`src/rtl/sd_block_responder.sv`:
```
// sd_block_responder: serves 512-byte block reads/writes for VDNUM virtual-disk channels from a byte-wide backing store
module sd_block_responder #(
  parameter int VDNUM     = 3,
  parameter int ACK_DELAY = 4
) (
  input  logic                 clk_sys,
  input  logic                 reset,
  input  logic [32*VDNUM-1:0]  sd_lba,
  input  logic [VDNUM-1:0]     sd_rd,
  input  logic [VDNUM-1:0]     sd_wr,
  output logic [VDNUM-1:0]     sd_ack,
  output logic [8:0]           sd_buff_addr,
  output logic [7:0]           sd_buff_dout,
  input  logic [8*VDNUM-1:0]   sd_buff_din,
  output logic                 sd_buff_wr,
  output logic [40:0]          mem_addr,
  output logic                 mem_rd,
  output logic                 mem_wr,
  output logic [7:0]           mem_wdata,
  input  logic [7:0]           mem_rdata,
  input  logic                 mem_ready
);
  typedef enum logic [2:0] {IDLE, ACK_WAIT, RD_FETCH, RD_PUSH, WR_ADDR, WR_STORE, DONE} state_t;
  state_t state_q, state_d;
  logic [1:0]       sel_q, sel_d, req_sel;
  logic [31:0]      lba_q, lba_d;
  logic             wr_q, wr_d;
  logic [7:0]       cnt_q, cnt_d, din_sel;
  logic [8:0]       addr_q, addr_d;
  logic [7:0]       dout_q, dout_d;
  logic [VDNUM-1:0] ack_q, ack_d, req;
  assign req          = sd_rd | sd_wr;
  assign din_sel      = sd_buff_din[{sel_q, 3'd0} +: 8];
  assign sd_ack       = ack_q;
  assign sd_buff_addr = addr_q;
  assign sd_buff_dout = dout_q;
  assign sd_buff_wr   = state_q == RD_PUSH;
  assign mem_rd       = state_q == RD_FETCH;
  assign mem_wr       = state_q == WR_STORE;
  assign mem_addr     = (mem_rd || mem_wr) ? {lba_q, addr_q} : '0;
  assign mem_wdata    = mem_wr ? din_sel : '0;
  // lowest-index requesting channel wins arbitration
  always_comb begin
    req_sel = '0;
    for (int n = VDNUM - 1; n >= 0; n--) if (req[n]) req_sel = 2'(n);
  end
  // transfer sequencing: accept, delay ack, then 512 fetch/push or addr/store steps
  always_comb begin
    state_d = state_q;
    sel_d   = sel_q;
    lba_d   = lba_q;
    wr_d    = wr_q;
    cnt_d   = cnt_q;
    addr_d  = addr_q;
    dout_d  = dout_q;
    ack_d   = ack_q;
    case (state_q)
      IDLE: if (|req) begin
        sel_d   = req_sel;
        lba_d   = sd_lba[{req_sel, 5'd0} +: 32];
        wr_d    = sd_wr[req_sel];
        cnt_d   = 8'(ACK_DELAY);
        state_d = ACK_WAIT;
      end
      ACK_WAIT: if (cnt_q == 8'd0) begin
        ack_d   = VDNUM'(1) << sel_q;
        addr_d  = '0;
        state_d = wr_q ? WR_ADDR : RD_FETCH;
      end else cnt_d = cnt_q - 8'd1;
      RD_FETCH: if (mem_ready) begin
        dout_d  = mem_rdata;
        state_d = RD_PUSH;
      end
      RD_PUSH: begin
        ack_d   = (addr_q == 9'd511) ? '0 : ack_q;
        addr_d  = (addr_q == 9'd511) ? addr_q : addr_q + 9'd1;
        state_d = (addr_q == 9'd511) ? DONE : RD_FETCH;
      end
      WR_ADDR: state_d = WR_STORE;
      WR_STORE: if (mem_ready) begin
        ack_d   = (addr_q == 9'd511) ? '0 : ack_q;
        addr_d  = (addr_q == 9'd511) ? addr_q : addr_q + 9'd1;
        state_d = (addr_q == 9'd511) ? DONE : WR_ADDR;
      end
      DONE: state_d = IDLE;
      default: state_d = IDLE;
    endcase
  end
  // state registers, cleared immediately by reset
  always_ff @(posedge clk_sys or posedge reset) begin
    if (reset) begin
      state_q <= IDLE;
      sel_q   <= '0;
      lba_q   <= '0;
      wr_q    <= 1'b0;
      cnt_q   <= '0;
      addr_q  <= '0;
      dout_q  <= '0;
      ack_q   <= '0;
    end else begin
      state_q <= state_d;
      sel_q   <= sel_d;
      lba_q   <= lba_d;
      wr_q    <= wr_d;
      cnt_q   <= cnt_d;
      addr_q  <= addr_d;
      dout_q  <= dout_d;
      ack_q   <= ack_d;
    end
  end
endmodule

```
`config.mk`:
```
export PLATFORM = sky130hd
export DESIGN_NAME = sd_block_responder
export DESIGN_NICKNAME = d
export VERILOG_FILES = /design/src/rtl/sd_block_responder.sv
export SDC_FILE = /design/constraint.sdc
export NUM_CORES = 1
export LEC_CHECK = 0
export BUFFER_PORTS_ARGS = -buffer_cell sky130_fd_sc_hd__buf_2
export CORE_MARGIN = 1.5
export CORE_UTILIZATION = 25
export DETAILED_ROUTE_END_ITERATION = 10
export GPL_TIMING_DRIVEN = 0
export HOLD_SLACK_MARGIN = 0.06
export PLACE_DENSITY = 0.57
export SKIP_CTS_REPAIR_TIMING = 1
export SLEW_MARGIN = 0
export SYNTH_ARGS = -nofsm -noshare
export SYNTH_HDL_FRONTEND = slang
export SYNTH_SLANG_ARGS = --single-unit
```
`constraint.sdc`:
```
create_clock -name clk_sys -period 7 [get_ports clk_sys]
set_clock_uncertainty 0.2 [all_clocks]
set_input_delay 0.35 -clock clk_sys [delete_from_list [all_inputs] [get_ports clk_sys]]
set_output_delay 0.35 -clock clk_sys [all_outputs]
set_load 0.02 [all_outputs]
```
=== Word level (Yosys, flattened, before mapping) ===
Index checks and enable logic that the tools add are counted.
W data, S select, Z words.

* Memory bits (writable): 0
* Flip-flop bits (word level): 66
* Output and inout port bits: 72
* Latch bits: 0
* Memories: 0
* Logic and storage cells: 63
* Bits in read-only memories: 0
* Bits of input ports: 137

* Multiply operators: 0
* Shift-type cells: 3
* Reduce and logical (&&, ||, !) cells: 11
* Bitwise logic cells: 1
* Mux-type cells: 26
* Eq/ne operators: 11
* Divide/modulo/power cells: 0
* Magnitude comparators: 1
* Add/sub/neg operators: 2

{| class="wikitable"
|+ Operators by type and width
! operator !! count
|-
| $shiftx A96 B8 Y32 || 1
|-
| $mux W41 || 1
|-
| $mux W3 || 9
|-
| $mux W9 || 3
|-
| $pmux W9 S3 || 1
|-
| $mux W8 || 3
|-
| $shiftx A24 B6 Y8 || 1
|-
| $pmux W3 S6 || 1
|-
| $pmux W8 S2 || 1
|-
| $add A9 B1 Y9 const B || 1
|-
| $eq A9 B9 Y1 const B || 1
|-
| $pmux W3 S3 || 1
|-
| $logic_not A8 Y1 || 1
|-
| $mux W2 || 4
|-
| $sub A8 B1 Y8 const B || 1
|-
| $eq A3 B2 Y1 const B || 2
|-
| $eq A3 B3 Y1 const B || 2
|-
| $ne A2 B2 Y1 const B || 3
|-
| $reduce_and A3 Y1 || 2
|-
| $ne A2 B1 Y1 const B || 2
|-
| $reduce_and A2 Y1 || 2
|-
| $reduce_and A4 Y1 || 1
|-
| $eq A3 B1 Y1 const B || 1
|-
| $logic_not A3 Y1 || 1
|-
| 9 further kinds || 9
|}

=== Longest topological paths before layout ===
* Word-level depth: 6
* Gate-level depth with buffers: 8
* Mapped depth without buffers: 8

=== Worst setup path before layout ===
No wires, ideal clock.

* Path kind: reg-to-output
* Start: reg state_q[2]
* End: out mem_addr[0]
* Path buffers: 2
* Data required time: 6450 ps
* Data arrival time: 1895 ps
* Stages on the path, launching flop included: 6
* Setup slack: 4555 ps
* Path through: dfrtp_1 > clkbuf_1 > nor3b_1 > nor2_1 > clkbuf_1 > nor2b_1

* Word-level cells in the longest chain between the ends: 3
* Elaborated cells between the ends (all ways): 4
* Those cells by class: eq/ne (2); mux (1); reduce/logical (1)

{| class="wikitable"
|+ Ends and longest elaborated chain
! element !! line !! RTL
|-
| from (decl) || 24 || <nowiki>state_t state_q, state_d;</nowiki>
|-
| from (signal assigned) || 101 || <nowiki>state_q <= state_d;</nowiki>
|-
| $eq A3 B2 Y1 || 38 || <nowiki>assign mem_rd = state_q == RD_FETCH;</nowiki>
|-
| named net mem_rd || 17 || <nowiki>output logic mem_rd,</nowiki>
|-
| $logic_or A1 B1 Y1 || 40 || <nowiki>assign mem_addr = (mem_rd || mem_wr) ? {lba_q, addr_q} : '0;</nowiki>
|-
| $mux W41 || 40 ||
|-
| to (decl) || 16 || <nowiki>output logic [40:0] mem_addr,</nowiki>
|}

The timed path passes the listed nets, and every way through them passes these cells.

=== Final worst setup path ===
* Start: reg state_q[2]
* End: out mem_addr[37]

* Word-level cells in the longest chain between the ends: 3
* Elaborated cells between the ends (all ways): 4
* Those cells by class: eq/ne (2); mux (1); reduce/logical (1)

{| class="wikitable"
|+ Ends and longest elaborated chain
! element !! line
|-
| $eq A3 B2 Y1 / $eq A3 B3 Y1 (equally long branches) || 38, 39
|-
| $logic_or A1 B1 Y1 (*) || 40
|-
| $mux W41 (*) || 40
|}

Mark *: on every way between the ends. The rest lies on a longest branch, timed or not.

==> metrics.cfg <==
[detailed_routing]
wl_met2_mm = 6.67
drc = 0
routed-via-count = 4459
final_antenna_net_count = 0
drt_iter0_drc = 209
routed_via_density = 4.70
wire_per_inst_um = 14.9
routed.top_layer = met4
met3_length_mm = 1.15
wirelength_met1_mm = 6.21
wl_mm = 14.2
first_pass_iters = 4

[synthesis]
synthArstFlopShare = 1.00
netlist_area_mm2 = 0.00417
synthTopCellsByCount = nor2_1, dfrtp_1, nand2_1, nor2b_1, o31ai_1
syn_nets = 636
synth_most_common_cell = nor2_1
synth-edff-count = 0
synth_top_cell_by_area = dfrtp_1
yosys-top-cells-area = dfrtp_1, o31ai_1, a211oi_1
synth_cells = 495
synthFlopType = dfrtp_1
ys_ff_latch = 66
yosys_warnings = 0
syn_avg_cell_area_um2 = 8.42
yosysTopAreaCellShare = 0.396
seq_area_frac_synth = 0.396
ys_types = 47

[sta]
rsz0062_at_grt = no
fin_setup_tns_ns = 0
slew_headroom = 0.513
period_minus_slack_ns = 3.27
finalCritPeriodShare = 0.467
worst_pin_slew_ns = 0.725
fmax_mhz = 306
layout_setup_ws_ns = 3.73
finalMaxSlewViolations = 0
setup_viol = 0
hold_violations = 0

[outcome]
outcome = complete, no violations

[power_and_ir_drop]
power_frac_clock = 0.249
switchingPower_mw = 0.833
finalPower_mw = 1.97
leakagePower_nw = 2.98
cellPowerDensity_mw_per_mm2 = 332
vdd_ir_drop_max_mv = 0.166
p_sw_frac = 0.424
p_int_mw = 1.13
pwr-share-comb = 0.467
seqPwrFrac = 0.284

[worst_hold_path]
hold_path_class = input pin to register
holdPathStages = 3

[floorplan]
fp.dieH_um = 132
num_io_pins = 209
num_rows = 47
fp.dieW_um = 132
start_util = 0.254
placeableCoreArea_mm2 = 0.0164
dieArea_mm2 = 0.0175

[setup_path]
path_cells = clkbuf_1 > nand3b_1 > inv_1 > nor2_1 > clkbuf_1 > nor2b_1 > buf_2
crit_buf_inv = 4
ff2ff_path_depth = 8
slowest_delay_ns = 0.56
cp-start-kind = register
critical-path-top-delay-family = buffers and inverters
crit_type = register to primary output
cp_max_fo = 10
crit_arrival_ns = 2.72
crit_top_cell = clkbuf_1
crit_slowest_cell = clkbuf_1
required_ns = 6.45
path_depth = 7
crit_path_end_kind = primary output

[finish]
final_util = 0.361
nets = 865
area_delta_synth_final_pct = 42.1
drive_above_1_share = 0.344
fillers = 1754
n_antenna_cell = 0

[place]
portBuffers = 208
pre_cts_slack_ns = 3.96
gp_congestion = 0.808
hpwl_mm = 10.8

[clock_tree]
clkSinkCount = 66
cts_tree = yes
clk_path_buf_depth = 2
clock_latency_ns = 0.34
h-tree-depth = 3
root_buffer = clkbuf_16
numCtsBuffers = 9
clkTransAtPathRegs_ns = 0.06

[grt]
grt_remaining_overflow = 0
antenna_found_initial = 0
grtUsageTotal = 0.164
grt_pass1_vias = 4366
grt_pass1_wl_mm = 22.6
grt_max_degree = 44

[flow_run]
max-cap-violations = 0

[cell type report]
cell class              count  area, um2  area share
plain buffers              38        164      0.0277
flip-flops and latches     66       1650       0.279
clock buffers               9        225      0.0380
well taps                 220        275      0.0465
inverters                  13       51.3     0.00866
clock inverters             7       93.8      0.0158
multi-input cells         378       2300       0.389
repair buffers            218       1160       0.196
[cells in the final DEF, fill, tap and decap left out, types with 2 or more instances in the layout]
cell type / netlist / layout
buf_2: 8 / 216
nor2_1: 67 / 67
dfrtp_1: 66 / 66
nand2_1: 48 / 48
nor2b_1: 40 / 40
o31ai_1: 36 / 36
and3_1: 35 / 35
a211oi_1: 34 / 34
clkbuf_1: 26 / 26
a21oi_1: 20 / 20
inv_1: 13 / 12
mux2i_1: 12 / 12
o21ai_0: 11 / 11
mux2_2: 10 / 10
clkbuf_16: 0 / 9
dlygate4sd3_1: 0 / 9
or4_1: 7 / 7
nand3_1: 5 / 5
nor3_1: 5 / 5
nand2b_1: 4 / 4
ha_1: 4 / 4
nor3b_1: 3 / 3
nand4_1: 3 / 3
buf_4: 3 / 3
a21o_1: 3 / 3
o22ai_1: 3 / 3
or3_1: 2 / 2
o31a_1: 2 / 2
or4b_1: 2 / 2
or2_2: 2 / 2
and2_1: 2 / 2
nand3b_1: 2 / 2
bufinv_16: 0 / 2
clkinv_2: 0 / 2
clkinvlp_4: 0 / 2
[metal layers]
metal | vias to the layer above | track usage
met3 | 10 | 0.0600
li1 | 2226 | -
met4 | 0 | 0.0327
met1 | 2042 | 0.205
met5 | - | 0
met2 | 181 | 0.272
[tightest hold or removal path, cell delays in order]
cell and delay (ns):
buf_2 0.10, o21ai_0 0.08, nand2_1 0.06
[power groups by stage]
| stage | Sequential (mW) | Clock, mW | Combinational, mW |
|---|---|---|---|
| after floorplan | 0.594 | 0 | 0.569 |
| after global placement | 0.562 | 0 | 0.924 |
| after detailed placement | 0.564 | 0 | 0.926 |
| after CTS | 0.558 | 0.506 | 0.930 |
| after global routing | 0.575 | 0.524 | 1.02 |
| final | 0.558 | 0.491 | 0.918 |
[worst paths after layout]
kind,start,slack (ns),end
worst max-delay path,state_q[2]$_DFFE_PP0P_,3.73,mem_addr[37]
worst min-delay path,sd_wr[0],0.09,wr_q$_DFFE_PP0P_
worst max register to register,sd_buff_addr[0]$_DFFE_PP0P_,4.43,sd_buff_addr[5]$_DFFE_PP0P_
worst min register to register,lba_q[25]$_DFFE_PP0P_,0.26,lba_q[25]$_DFFE_PP0P_
max in group asynchronous,reset,5.71,lba_q[24]$_DFFE_PP0P_
min in group asynchronous,reset,0.33,sd_buff_dout[2]$_DFFE_PP0P_
[through the flow]
stage | std cells | hold slack [ns] | instance area (um2)
finish | 949 | 0.0909 | 5920
CTS | 940 | -0.209 | 5830
global route | 949 | 0.102 | 5920
detailed placement | 924 | 0.153 | 5520
global placement | 923 | 0.253 | 5490
floorplan | 495 | 0.241 | 4170
[cell families after synthesis]
group | after synthesis | share of synthesized area
flops | 66 | 0.396
xor+xnor | 1 | 0.00210
fa+ha+maj | 4 | 0.0120
simple gates | 233 | 0.284
mux | 22 | 0.0558
buf+inv | 51 | 0.0510
compound gates | 118 | 0.199
[state kept, by name, indices dropped and copies added, names as in the netlist]
| register | count |
|---|---|
| sd_ack | 3 |
| state_q | 3 |
| lba_q | 32 |
| wr_q | 1 |
| sel_q | 2 |
| sd_buff_addr | 9 |
| cnt_q | 8 |
| sd_buff_dout | 8 |
Power figures use the tool's default switching activity.
